**src/rtl/id_ex_ctrl_pkg.sv**
```systemverilog
// id_ex_ctrl_pkg: opcode, ALU-op and field constants plus the ID/EX record shared by decode, ALU and branch logic
package id_ex_ctrl_pkg;
  localparam logic [3:0] OP_MOVE = 4'd0;
  localparam logic [3:0] OP_ADD  = 4'd1;
  localparam logic [3:0] OP_SUB  = 4'd2;
  localparam logic [3:0] OP_AND  = 4'd3;
  localparam logic [3:0] OP_OR   = 4'd4;
  localparam logic [3:0] OP_NOT  = 4'd5;
  localparam logic [3:0] OP_NOP  = 4'd6;
  localparam logic [3:0] OP_ADDI = 4'd7;
  localparam logic [3:0] OP_SUBI = 4'd8;
  localparam logic [3:0] OP_ANDI = 4'd9;
  localparam logic [3:0] OP_ORI  = 4'd10;
  localparam logic [3:0] OP_LW   = 4'd11;
  localparam logic [3:0] OP_SW   = 4'd12;
  localparam logic [3:0] OP_BEQ  = 4'd13;
  localparam logic [3:0] OP_JMP  = 4'd14;
  localparam logic [3:0] OP_ILL  = 4'd15;

  localparam logic [3:0] ALU_MOVE = 4'b0000;
  localparam logic [3:0] ALU_ADD  = 4'b0001;
  localparam logic [3:0] ALU_SUB  = 4'b0010;
  localparam logic [3:0] ALU_AND  = 4'b0011;
  localparam logic [3:0] ALU_OR   = 4'b0100;
  localparam logic [3:0] ALU_NOT  = 4'b0101;
  localparam logic [3:0] ALU_NOP  = 4'b0110;
  localparam logic [3:0] ALU_ADDI = 4'b0111;
  localparam logic [3:0] ALU_SUBI = 4'b1000;
  localparam logic [3:0] ALU_ANDI = 4'b1001;
  localparam logic [3:0] ALU_ORI  = 4'b1010;
  localparam logic [3:0] ALU_BUBBLE = ALU_NOP;

  localparam int OP_HI = 15;
  localparam int OP_LO = 12;
  localparam int RD_HI = 11;
  localparam int RD_LO = 9;
  localparam int RS_HI = 8;
  localparam int RS_LO = 6;
  localparam int RT_HI = 5;
  localparam int RT_LO = 3;
  localparam int IMM_HI = 5;
  localparam int JMP_HI = 11;

  typedef struct packed {
    logic        valid;
    logic [3:0]  alu_op;
    logic [2:0]  rd;
    logic [2:0]  rs;
    logic [2:0]  rt;
    logic [15:0] imm;
    logic        alu_src_imm;
    logic        reg_write;
    logic        mem_read;
    logic        mem_write;
    logic        branch;
    logic        jump;
    logic [15:0] pc;
    logic        illegal;
  } idex_t;

  function automatic logic [3:0] alu_op_of(input logic [3:0] op);
    case (op)
      OP_MOVE: return ALU_MOVE;
      OP_ADD:  return ALU_ADD;
      OP_SUB:  return ALU_SUB;
      OP_AND:  return ALU_AND;
      OP_OR:   return ALU_OR;
      OP_NOT:  return ALU_NOT;
      OP_ADDI: return ALU_ADDI;
      OP_SUBI: return ALU_SUBI;
      OP_ANDI: return ALU_ANDI;
      OP_ORI:  return ALU_ORI;
      OP_LW:   return ALU_ADDI;
      OP_SW:   return ALU_ADDI;
      OP_BEQ:  return ALU_SUB;
      default: return ALU_NOP;
    endcase
  endfunction

  function automatic idex_t bubble();
    idex_t b;
    b = '0;
    b.alu_op = ALU_BUBBLE;
    return b;
  endfunction
endpackage

```
**src/rtl/id_ex_ctrl_decode.sv**
```systemverilog
// instr_decode: combinational instruction-to-control decode with source-register usage flags
module instr_decode
  import id_ex_ctrl_pkg::*;
(
  input  logic [15:0] instr,
  output idex_t       dec,
  output logic        uses_rs,
  output logic        uses_rt,
  output logic        uses_rd
);
  logic [3:0] op;
  assign op = instr[OP_HI:OP_LO];
  always_comb begin
    dec = '0;
    dec.valid = 1'b1;
    dec.alu_op = alu_op_of(op);
    dec.rd = instr[RD_HI:RD_LO];
    dec.rs = instr[RS_HI:RS_LO];
    dec.rt = instr[RT_HI:RT_LO];
    dec.imm = op == OP_JMP ? {4'b0, instr[JMP_HI:0]} : {{10{instr[IMM_HI]}}, instr[IMM_HI:0]};
    dec.alu_src_imm = op >= OP_ADDI && op <= OP_SW;
    dec.reg_write = (op <= OP_NOT || (op >= OP_ADDI && op <= OP_LW)) && instr[RD_HI:RD_LO] != 3'd0;
    dec.mem_read = op == OP_LW;
    dec.mem_write = op == OP_SW;
    dec.branch = op == OP_BEQ;
    dec.jump = op == OP_JMP;
    dec.illegal = op == OP_ILL;
  end
  assign uses_rs = !(op == OP_NOP || op == OP_JMP || op == OP_ILL);
  assign uses_rt = op >= OP_ADD && op <= OP_OR;
  assign uses_rd = op == OP_SW || op == OP_BEQ;
endmodule

```
**src/rtl/id_ex_ctrl.sv**
```systemverilog
// id_ex_ctrl: decode, load-use hazard detection and ID/EX register with stall/flush bubbles
module id_ex_ctrl
  import id_ex_ctrl_pkg::*;
(
  input  logic        clk,
  input  logic        rst_n,
  input  logic        if_valid,
  input  logic [15:0] if_instr,
  input  logic [15:0] if_pc,
  input  logic        ex_flush,
  output logic        stall,
  output logic        ex_valid,
  output logic [3:0]  ex_alu_op,
  output logic [2:0]  ex_rd,
  output logic [2:0]  ex_rs,
  output logic [2:0]  ex_rt,
  output logic [15:0] ex_imm,
  output logic        ex_alu_src_imm,
  output logic        ex_reg_write,
  output logic        ex_mem_read,
  output logic        ex_mem_write,
  output logic        ex_branch,
  output logic        ex_jump,
  output logic [15:0] ex_pc,
  output logic        ex_illegal
);
  idex_t dec, idex_d, idex_q;
  logic uses_rs, uses_rt, uses_rd, hazard;
  instr_decode u_dec (
    .instr   (if_instr),
    .dec     (dec),
    .uses_rs (uses_rs),
    .uses_rt (uses_rt),
    .uses_rd (uses_rd)
  );
  // r0 never matches: a load into r0 has no observable result
  assign hazard = if_valid && idex_q.valid && idex_q.mem_read && idex_q.rd != 3'd0 &&
                  ((uses_rs && dec.rs == idex_q.rd) || (uses_rt && dec.rt == idex_q.rd) ||
                   (uses_rd && dec.rd == idex_q.rd));
  assign stall = hazard && !ex_flush;
  always_comb begin
    idex_d = dec;
    idex_d.pc = if_pc;
    idex_d = (ex_flush || hazard || !if_valid) ? bubble() : idex_d;
  end
  always_ff @(posedge clk or negedge rst_n)
    if (!rst_n) idex_q <= bubble();
    else idex_q <= idex_d;
  assign ex_valid       = idex_q.valid;
  assign ex_alu_op      = idex_q.alu_op;
  assign ex_rd          = idex_q.rd;
  assign ex_rs          = idex_q.rs;
  assign ex_rt          = idex_q.rt;
  assign ex_imm         = idex_q.imm;
  assign ex_alu_src_imm = idex_q.alu_src_imm;
  assign ex_reg_write   = idex_q.reg_write;
  assign ex_mem_read    = idex_q.mem_read;
  assign ex_mem_write   = idex_q.mem_write;
  assign ex_branch      = idex_q.branch;
  assign ex_jump        = idex_q.jump;
  assign ex_pc          = idex_q.pc;
  assign ex_illegal     = idex_q.illegal;
endmodule

```
**config.mk**
```make
export PLATFORM = sky130hd
export DESIGN_NAME = id_ex_ctrl
export DESIGN_NICKNAME = d
export VERILOG_FILES = /design/src/rtl/id_ex_ctrl_pkg.sv /design/src/rtl/id_ex_ctrl_decode.sv /design/src/rtl/id_ex_ctrl.sv
export SDC_FILE = /design/constraint.sdc
export NUM_CORES = 1
export LEC_CHECK = 0
export BUFFER_PORTS_ARGS = -buffer_cell sky130_fd_sc_hd__buf_4
export CAP_MARGIN = 15
export CORE_ASPECT_RATIO = 1.5
export CORE_MARGIN = 2
export CORE_UTILIZATION = 53
export DETAILED_ROUTE_END_ITERATION = 10
export MAX_ROUTING_LAYER = met4
export PLACE_DENSITY = 0.82
export SYNTH_ARGS = -nofsm -noshare
export SYNTH_HDL_FRONTEND = slang
export SYNTH_HIERARCHICAL = 1
export SYNTH_SLANG_ARGS = --single-unit
```
**constraint.sdc**
```tcl
create_clock -name clk -period 3 [get_ports clk]
set_input_delay 0.6 -clock clk [delete_from_list [all_inputs] [get_ports clk]]
set_output_delay 0.6 -clock clk [all_outputs]
set_load 0.01 [all_outputs]
```
# ---- Word level (Yosys, flattened, before mapping)
# Memories as Yosys holds them, arrays and structs flattened.
# Cells that the tools add are included.
dict set report word_totals {
  register_bits 53
  elab_cells 57
  n_memories 1
  inputBits 36
  mem_bits_ro 64
}
# name words word_bits rd rd_ports_with_merged_regs wr line_no
set memory_table {}
lappend memory_table {{(no name shown)} 16 4 1 0 0 id_ex_ctrl_pkg.sv:62} ;# case (op)
dict set report classes {
  n_eq_ne 9
  reduce_logical 25
  muxes 2
  order_cmp 6
}
# cell count
set ops {}
lappend ops {{$mux 53} 1}
lappend ops {{$eq 4x4->1 const B} 5}
lappend ops {{$mux 16} 1}
lappend ops {{$logic_and 1x1->1} 12}
lappend ops {{$eq 3x3->1} 3}
lappend ops {{$le 4x3->1 const B} 2}
lappend ops {{$le 4x4->1 const B} 2}
lappend ops {{$logic_or 1x1->1} 8}
lappend ops {{$reduce_bool 3->1} 2}
lappend ops {{$eq 4x3->1 const B} 1}
lappend ops {{$ge 4x1->1 const B} 1}
lappend ops {{$ge 4x3->1 const B} 1}
lappend ops {{$logic_not 1->1} 3}

# ---- Longest topological paths before layout
# Gate-level depths: netlist of run 1.
dict set report logic_depth {
  depth_word 11
  ltp_mapped 8
}

# ---- By module
# The synthesis of run 1 kept the hierarchy.
# mod cells_each area_per_inst_um2 instances
set by_module_without_submodules {}
lappend by_module_without_submodules {id_ex_ctrl 186 1934.4 1}
lappend by_module_without_submodules {instr_decode 81 515.5 1}

# ---- Least setup slack after synthesis of run 1
# No wires, ideal clock.
dict set report synth_path {
  path_kind {input-to-output}
  start {in if_instr[12]}
  end {out stall}
  t_arrival_ps 1685
  setup_slack_ps 715
  required_ps 2400
  n_path_buf 1
  path_stages 6
  path_cell_list {buf_6 > o21ai_0 > nor3b_1 > nand4_1 > a31oi_4 > nor2b_1}
}
# element line_no
set synth_rtl {}
lappend synth_rtl {{from (decl)} id_ex_ctrl.sv:8} ;# input logic [15:0] if_instr,
lappend synth_rtl {{$ge 4x1->1 or $le 4x3->1 (tied branches)} id_ex_ctrl_decode.sv:30} ;# assign uses_rt = op >= OP_ADD && op <= OP_OR;
lappend synth_rtl {{$logic_and 1x1->1 *} id_ex_ctrl_decode.sv:30}
lappend synth_rtl {{named net uses_rt} id_ex_ctrl.sv:28} ;# logic uses_rs, uses_rt, uses_rd, hazard;
lappend synth_rtl {{$logic_and 1x1->1 *} id_ex_ctrl.sv:38} ;# ((uses_rs && dec.rs == idex_q.rd) || (uses_rt && dec.rt == idex_q.rd) ||
lappend synth_rtl {{$logic_or 1x1->1 * (2 in series)} id_ex_ctrl.sv:38}
lappend synth_rtl {{$logic_and 1x1->1 *} id_ex_ctrl.sv:37} ;# assign hazard = if_valid && idex_q.valid && idex_q.mem_read && idex_q.rd != 3'd0 &&
lappend synth_rtl {{$logic_and 1x1->1 *} id_ex_ctrl.sv:40} ;# assign stall = hazard && !ex_flush;
lappend synth_rtl {{to (decl)} id_ex_ctrl.sv:11} ;# output logic stall,
# Mark *: on every way through the listed nets, which the timed path passes. The rest lies on a longest branch.

# ---- Worst setup path after layout of run 1
dict set report layout_path {
  start {in if_instr[13]}
  end {out stall}
}
# The elaborated chain is that of the path after synthesis.

==> insert_results.sql, run 1 <==
INSERT INTO impl_metrics (metric_group, metric, value, unit) VALUES
('clocking', 'numClockSinks', '53', ''),
('timing', 'tightestPinTransition', '0.635', 'ns'),
('synthesis', 'avgSynthCellArea', '9.30', 'um2'),
('outcome', 'run_status', 'finished clean', ''),
('timing', 'grt_setup_unrepaired', 'false', ''),
('power', 'report.power.total', '1310', 'uW'),
('setup_path', 'worst_ep_arrival_time', '1.78', 'ns'),
('timing', 'max_freq', '420', 'MHz'),
('synthesis', 'gate_count_of_the_mapped_netlist', '250', ''),
('detailed_routing', 'drt_pass1_iterations', '4', ''),
('power', 'power.density_cell_area', '448', 'nW/um2'),
('cells_and_area', 'antennaDiodeCount', '0', ''),
('clocking', 'cts_repair_resize_count', '0', ''),
('cells_and_area', 'num-nets-final', '349', ''),
('detailed_routing', 'routed_wire_length_per_instance', '13.2', 'um'),
('place', 'port_buffers', '89', ''),
('clocking', 'cts_tree', 'built', ''),
('timing', 'min_cycle_time_layout', '2.38', 'ns'),
('global_routing', 'antenna_violations_before_repair', '0', ''),
('detailed_routing', 'vias_per_cell', '4.94', ''),
('timing', 'setup_violations', '0', ''),
('clocking', 'cts_buffer_depth', '2', ''),
('clocking', 'cts_buffers', '5', ''),
('setup_path', 'r2r_end', 'ex_alu_op[1]$_DFF_PN1_', ''),
('synthesis', 'ys_warn_count', '6', ''),
('setup_path', 'end_kind', 'primary output', ''),
('die', 'core_region_area', '4210', 'um2'),
('power', 'ir_drop', '0.392', 'mV'),
('global_routing', 'vias_in_the_first_global_route', '1734', ''),
('clocking', 'clk_latency_worst_skew_pair', '0.30', 'ns'),
('clocking', 'worst_setup_hold_path_clk_slew', '0.09', 'ns'),
('clocking', 'ctsRootBufferMaster', 'clkbuf_8', ''),
('place', 'gpl.final_weighted_congestion', '0.791', ''),
('run', 'maxCapViolations', '0', ''),
('timing', 'setup-tns-final', '0', 'ns'),
('global_routing', 'grt_start_max_net_pins', '54', ''),
('timing', 'max_slew_vio_count', '0', ''),
('die', 'initial_core_util', '55.3', '%'),
('die', 'num_rows', '29', ''),
('cells_and_area', 'mostFrequentLayoutCell', 'buf_4', ''),
('timing', 'final.hold.worst_slack', '0.321', 'ns'),
('cells_and_area', 'layout-area-overhead-vs-synth', '25.4', '%'),
('detailed_routing', 'routed_wirelength', '4760', 'um'),
('detailed_routing', 'route.vias.total', '1777', ''),
('global_routing', 'grt_pass1_wl', '7690', 'um'),
('timing', 'max_slew_margin', '57.7', '%'),
('timing', 'finalHoldViolations', '0', ''),
('setup_path', 'worstPathMaxFanout', '13', ''),
('setup_path', 'worstSetupStartpointType', 'primary input', ''),
('power', 'cellLeakagePower', '0.00159', 'uW'),
('synthesis', 'synthesis.area', '2330', 'um2'),
('place', 'dp_cells', '352', ''),
('setup_path', 'reg2reg_slack', '1.21', 'ns'),
('cells_and_area', 'most-common-layout-cells', 'buf_4 (91), nand2_1 (65), nor2_1 (54)', ''),
('setup_path', 'r2r.worst_path.cells', '5', ''),
('synthesis', 'postSynthNetCount', '286', ''),
('worst_hold_path', 'timing.hold.worst.class', 'in2async', ''),
('die', 'floorplan.die_area', '4950', 'um2'),
('cells_and_area', 'final-instance-count-excl-fill', '360', ''),
('cells_and_area', 'final_util', '69.3', '%'),
('die', 'die_h', '85.1', 'um'),
('place', 'place.detailed.hpwl', '3390', 'um'),
('detailed_routing', 'drc', '0', ''),
('global_routing', 'globalRouteTotalUtil', '20.8', '%'),
('detailed_routing', 'detail_route.iter0.violations', '45', ''),
('timing', 'fin_skew', '0.00807', 'ns'),
('setup_path', 'r2r-start', 'ex_rd[0]$_DFF_PN0_', ''),
('die', 'die_width', '58.1', 'um'),
('detailed_routing', 'postRouteAntennaNets', '0', ''),
('setup_path', 'launching_instance_or_port_of_the_critical_path', 'if_instr[13]', ''),
('cells_and_area', 'layout-drive-gt1-share', '34.1', '%'),
('clocking', 'post-cts-setup-buffers', '0', ''),
('timing', 'final_min_period_over_clock_period', '79.4', '%'),
('setup_path', 'path_class', 'in2out', ''),
('setup_path', 'cp.required', '2.40', 'ns'),
('global_routing', 'overflow', '0', ''),
('die', 'ios', '90', ''),
('clocking', 'h_tree_levels', '2', ''),
('clocking', 'postCtsHoldBufs', '0', '');
[final cells by class]
cell class	instances	area [um2]
Clock buffer	7	76.3
Clock inverter	1	7.51
Fill cell	368	1290
Inverter	2	7.51
Multi-Input combinational cell	160	757
Sequential cell	53	1330
Tap cell	46	57.6
Timing Repair Buffer	91	683
[metal layers]
layer  vias to the layer above  part of all wire (%)  track usage [%]
li1                        871                     -                -
met1                       849                    38             22.2
met2                        52                    55             37.5
met3                         5                   5.6             4.42
met4                         0                   1.3             6.34
met5                         -                     0                -
[power breakdown]
group	total [uW]	switching (uW)	internal, uW	leakage [uW]
clock	375	209	165	0.0000385
sequential	749	9.55	740	0.000710
combinational	184	94.7	89.2	0.000846
total	1310	314	994	0.00159
[through the flow]
stage          instance area (um2)  worst slack [ns]
6_report                      2920             0.619
2_1_floorplan                 2330             0.715
5_1_grt                       2920             0.495
3_3_place_gp                  2830             0.664
4_1_cts                       2920             0.625
3_5_place_dp                  2830             0.628
[registers in the layout (all words and copies together) (netlist names), 3 cells and up]
signal / cells
ex_alu_op: 4
ex_imm: 16
ex_pc: 16
ex_rd: 3
ex_rs: 3
ex_rt: 3
[how the worst max path moves through the flow]
stage / slack [ns] / endpoint
5_1_grt: 0.50 / stall
6_report: 0.62 / stall
3_3_place_gp: 0.66 / stall
3_5_place_dp: 0.63 / stall
2_1_floorplan: 0.72 / stall
4_1_cts: 0.62 / stall
[worst max-delay path, cell delays in order]
cell and delay, ns:
buf_4 0.15, o21ai_0 0.21, nor3b_1 0.21, nand4_1 0.16
a31oi_4 0.17, nor2b_1 0.15, buf_4 0.12
Note: power is estimated with default switching activity, not from simulation.
==> inputs of run 2 (changes only) <==
- CORE_UTILIZATION: 53 -> 45
- PLACE_DENSITY: 0.82 -> 0.74
- clock period: 3 -> 2.1 ns (I/O delays scaled with it)
==> insert_results.sql, run 2 (synthesized netlist as in run 1, its figures left out) <==
INSERT INTO impl_metrics (metric_group, metric, value, unit) VALUES
('clocking', 'worst_setup_hold_path_clk_slew', '0.10', 'ns'),
('cells_and_area', 'n_fill_cell', '462', ''),
('setup_path', 'cp_slowest_stage_delay', '0.46', 'ns'),
('clocking', 'cts_buffers', '5', ''),
('timing', 'tightestPinTransition', '0.645', 'ns'),
('setup_path', 'crit_slowest_cell', 'dfrtp_2', ''),
('die', 'num_rows', '32', ''),
('timing', 'setup-tns-final', '0', 'ns'),
('outcome', 'run_status', 'finished clean', ''),
('setup_path', 'worst_ep_arrival_time', '1.63', 'ns'),
('cells_and_area', 'mostFrequentLayoutCell', 'buf_4', ''),
('die', 'initial_core_util', '46.1', '%'),
('clocking', 'clk_latency_worst_skew_pair', '0.31', 'ns'),
('cells_and_area', 'finalInstanceArea', '3040', 'um2'),
('cells_and_area', 'num-nets-final', '351', ''),
('setup_path', 'worstPathMaxFanout', '5', ''),
('detailed_routing', 'drt_pass1_iterations', '4', ''),
('timing', 'final_min_period_over_clock_period', '97.5', '%'),
('detailed_routing', 'detail_route.iter0.violations', '88', ''),
('power', 'ir_drop', '0.365', 'mV'),
('power', 'report.power.total', '2170', 'uW'),
('timing', 'max_slew_margin', '57.0', '%'),
('setup_path', 'end_kind', 'primary output', ''),
('global_routing', 'globalRouteTotalUtil', '18.3', '%'),
('die', 'floorplan.die_area', '5770', 'um2'),
('die', 'die_width', '62.7', 'um'),
('global_routing', 'grt_pass1_wl', '7910', 'um'),
('detailed_routing', 'drc', '0', ''),
('detailed_routing', 'routed_wire_length_per_instance', '12.8', 'um'),
('place', 'placed_area', '2880', 'um2'),
('clocking', 'ctsRootBufferMaster', 'clkbuf_8', ''),
('power', 'power.density_cell_area', '713', 'nW/um2'),
('setup_path', 'worstSetupStartpointType', 'flop', ''),
('detailed_routing', 'vias_per_cell', '4.61', ''),
('clocking', 'h_tree_levels', '2', ''),
('die', 'core_region_area', '5040', 'um2'),
('place', 'place.detailed.hpwl', '3420', 'um'),
('cells_and_area', 'layout-area-overhead-vs-synth', '30.6', '%'),
('detailed_routing', 'postRouteAntennaNets', '0', ''),
('detailed_routing', 'routed_wirelength', '4910', 'um'),
('place', 'port_buffers', '89', ''),
('detailed_routing', 'route.vias.total', '1771', ''),
('cells_and_area', 'antennaDiodeCount', '0', ''),
('setup_path', 'cp.required', '1.68', 'ns'),
('setup_path', 'path_class', 'reg2out', ''),
('setup_path', 'timing.critical_path.max_delay_family', 'simple AND/OR/NAND/NOR gates', ''),
('setup_path', 'critical_path.cell_chain', 'or3_1, nand4_1, a31oi_4, nor2b_1, buf_4', ''),
('global_routing', 'antenna_violations_before_repair', '0', ''),
('timing', 'min_cycle_time_layout', '2.05', 'ns'),
('timing', 'final.hold.worst_slack', '0.114', 'ns'),
('timing', 'finalHoldViolations', '0', ''),
('clocking', 'postCtsHoldBufs', '0', ''),
('timing', 'setup_violations', '0', ''),
('die', 'die_h', '92.1', 'um'),
('clocking', 'cts_buffer_depth', '2', ''),
('global_routing', 'grt_start_max_net_pins', '54', ''),
('die', 'ios', '90', ''),
('clocking', 'numClockSinks', '53', ''),
('cells_and_area', 'most-common-layout-cells', 'buf_4 (92), nand2_1 (65), nor2_1 (54)', ''),
('global_routing', 'vias_in_the_first_global_route', '1676', ''),
('setup_path', 'critical_path_buf_inv_count', '1', ''),
('power', 'cellLeakagePower', '0.00164', 'uW'),
('timing', 'max_slew_vio_count', '0', ''),
('cells_and_area', 'layout-drive-gt1-share', '36.4', '%'),
('clocking', 'cts_tree', 'built', ''),
('timing', 'fin_skew', '0.00644', 'ns'),
('global_routing', 'overflow', '0', ''),
('run', 'maxCapViolations', '0', ''),
('worst_hold_path', 'timing.hold.worst.class', 'in2async', ''),
('place', 'gpl.final_weighted_congestion', '0.802', ''),
('timing', 'max_freq', '489', 'MHz');
==> run 2: cell count changes in the layout (fill, tap and decap cells not counted) <==
| cell | change |
|---|---|
| dfrtp_1 | -3 |
| dfrtp_2 | +3 |
| bufinv_16 | +2 |
| clkbuf_1 | -2 |
| buf_12 | +1 |
| buf_4 | +1 |
| clkinvlp_4 | -1 |
| inv_6 | +1 |
| xnor2_1 | -1 |
| xnor2_2 | +1 |
==> run 2: final cells by class <==
cell class	instances	area [um2]	area share (%)
clock buffer	5	68.8	2.27
clock inverter	3	68.8	2.27
inverter	2	7.51	0.247
multi-input combinational	160	764	25.2
sequential	53	1330	43.9
tap	68	85.1	2.80
timing repair buffer	93	711	23.4
==> run 2: worst paths after layout <==
| check | startpoint | end | slack [ns] | depth (start not counted) |
|---|---|---|---|---|
| max | ex_rd[0]$_DFF_PN0_ | stall | 0.05 | 5 |
| min | rst_n | ex_rt[2]$_DFF_PN0_ | 0.11 | 1 |
| max reg2reg | ex_rd[0]$_DFF_PN0_ | ex_alu_op[1]$_DFF_PN1_ | 0.32 | 5 |
| min reg2reg | ex_mem_read$_DFF_PN0_ | ex_alu_op[3]$_DFF_PN0_ | 1.07 | 4 |
| max in group asynchronous | rst_n | ex_rd[0]$_DFF_PN0_ | 1.53 | 1 |
| min in group clk | if_pc[0] | ex_pc[0]$_DFF_PN0_ | 0.31 | 3 |
==> run 2: report_power, final <==
part	internal [uW]	total, uW	switching [uW]
combinational	133	268	135
clock	480	826	346
sequential	1060	1070	14.3
total	1670	2170	496
==> run 2: layer usage <==
metal | wire, um | global-route usage (%) | part of all wire (%)
met5 | 0 | - | 0
met4 | 130 | 9.44 | 2.6
met3 | 216 | 3.68 | 4.4
met2 | 2740 | 32.2 | 56
met1 | 1820 | 19.3 | 37
==> run 2: metrics by stage <==
step                util (%)  std cells  setup slack [ns]
floorplan                  -        250             0.175
global placement        57.1        375             0.135
detailed placement      57.1        375            0.0771
CTS                     59.8        383            0.0319
global route            60.2        384          -0.00180
finish                  60.2        384            0.0534
==> run 2: what timing repair did <==
action	4_1_cts	5_1_grt
gates resized for setup	0	4
setup endpoints to repair	0	1
setup buffers	0	1
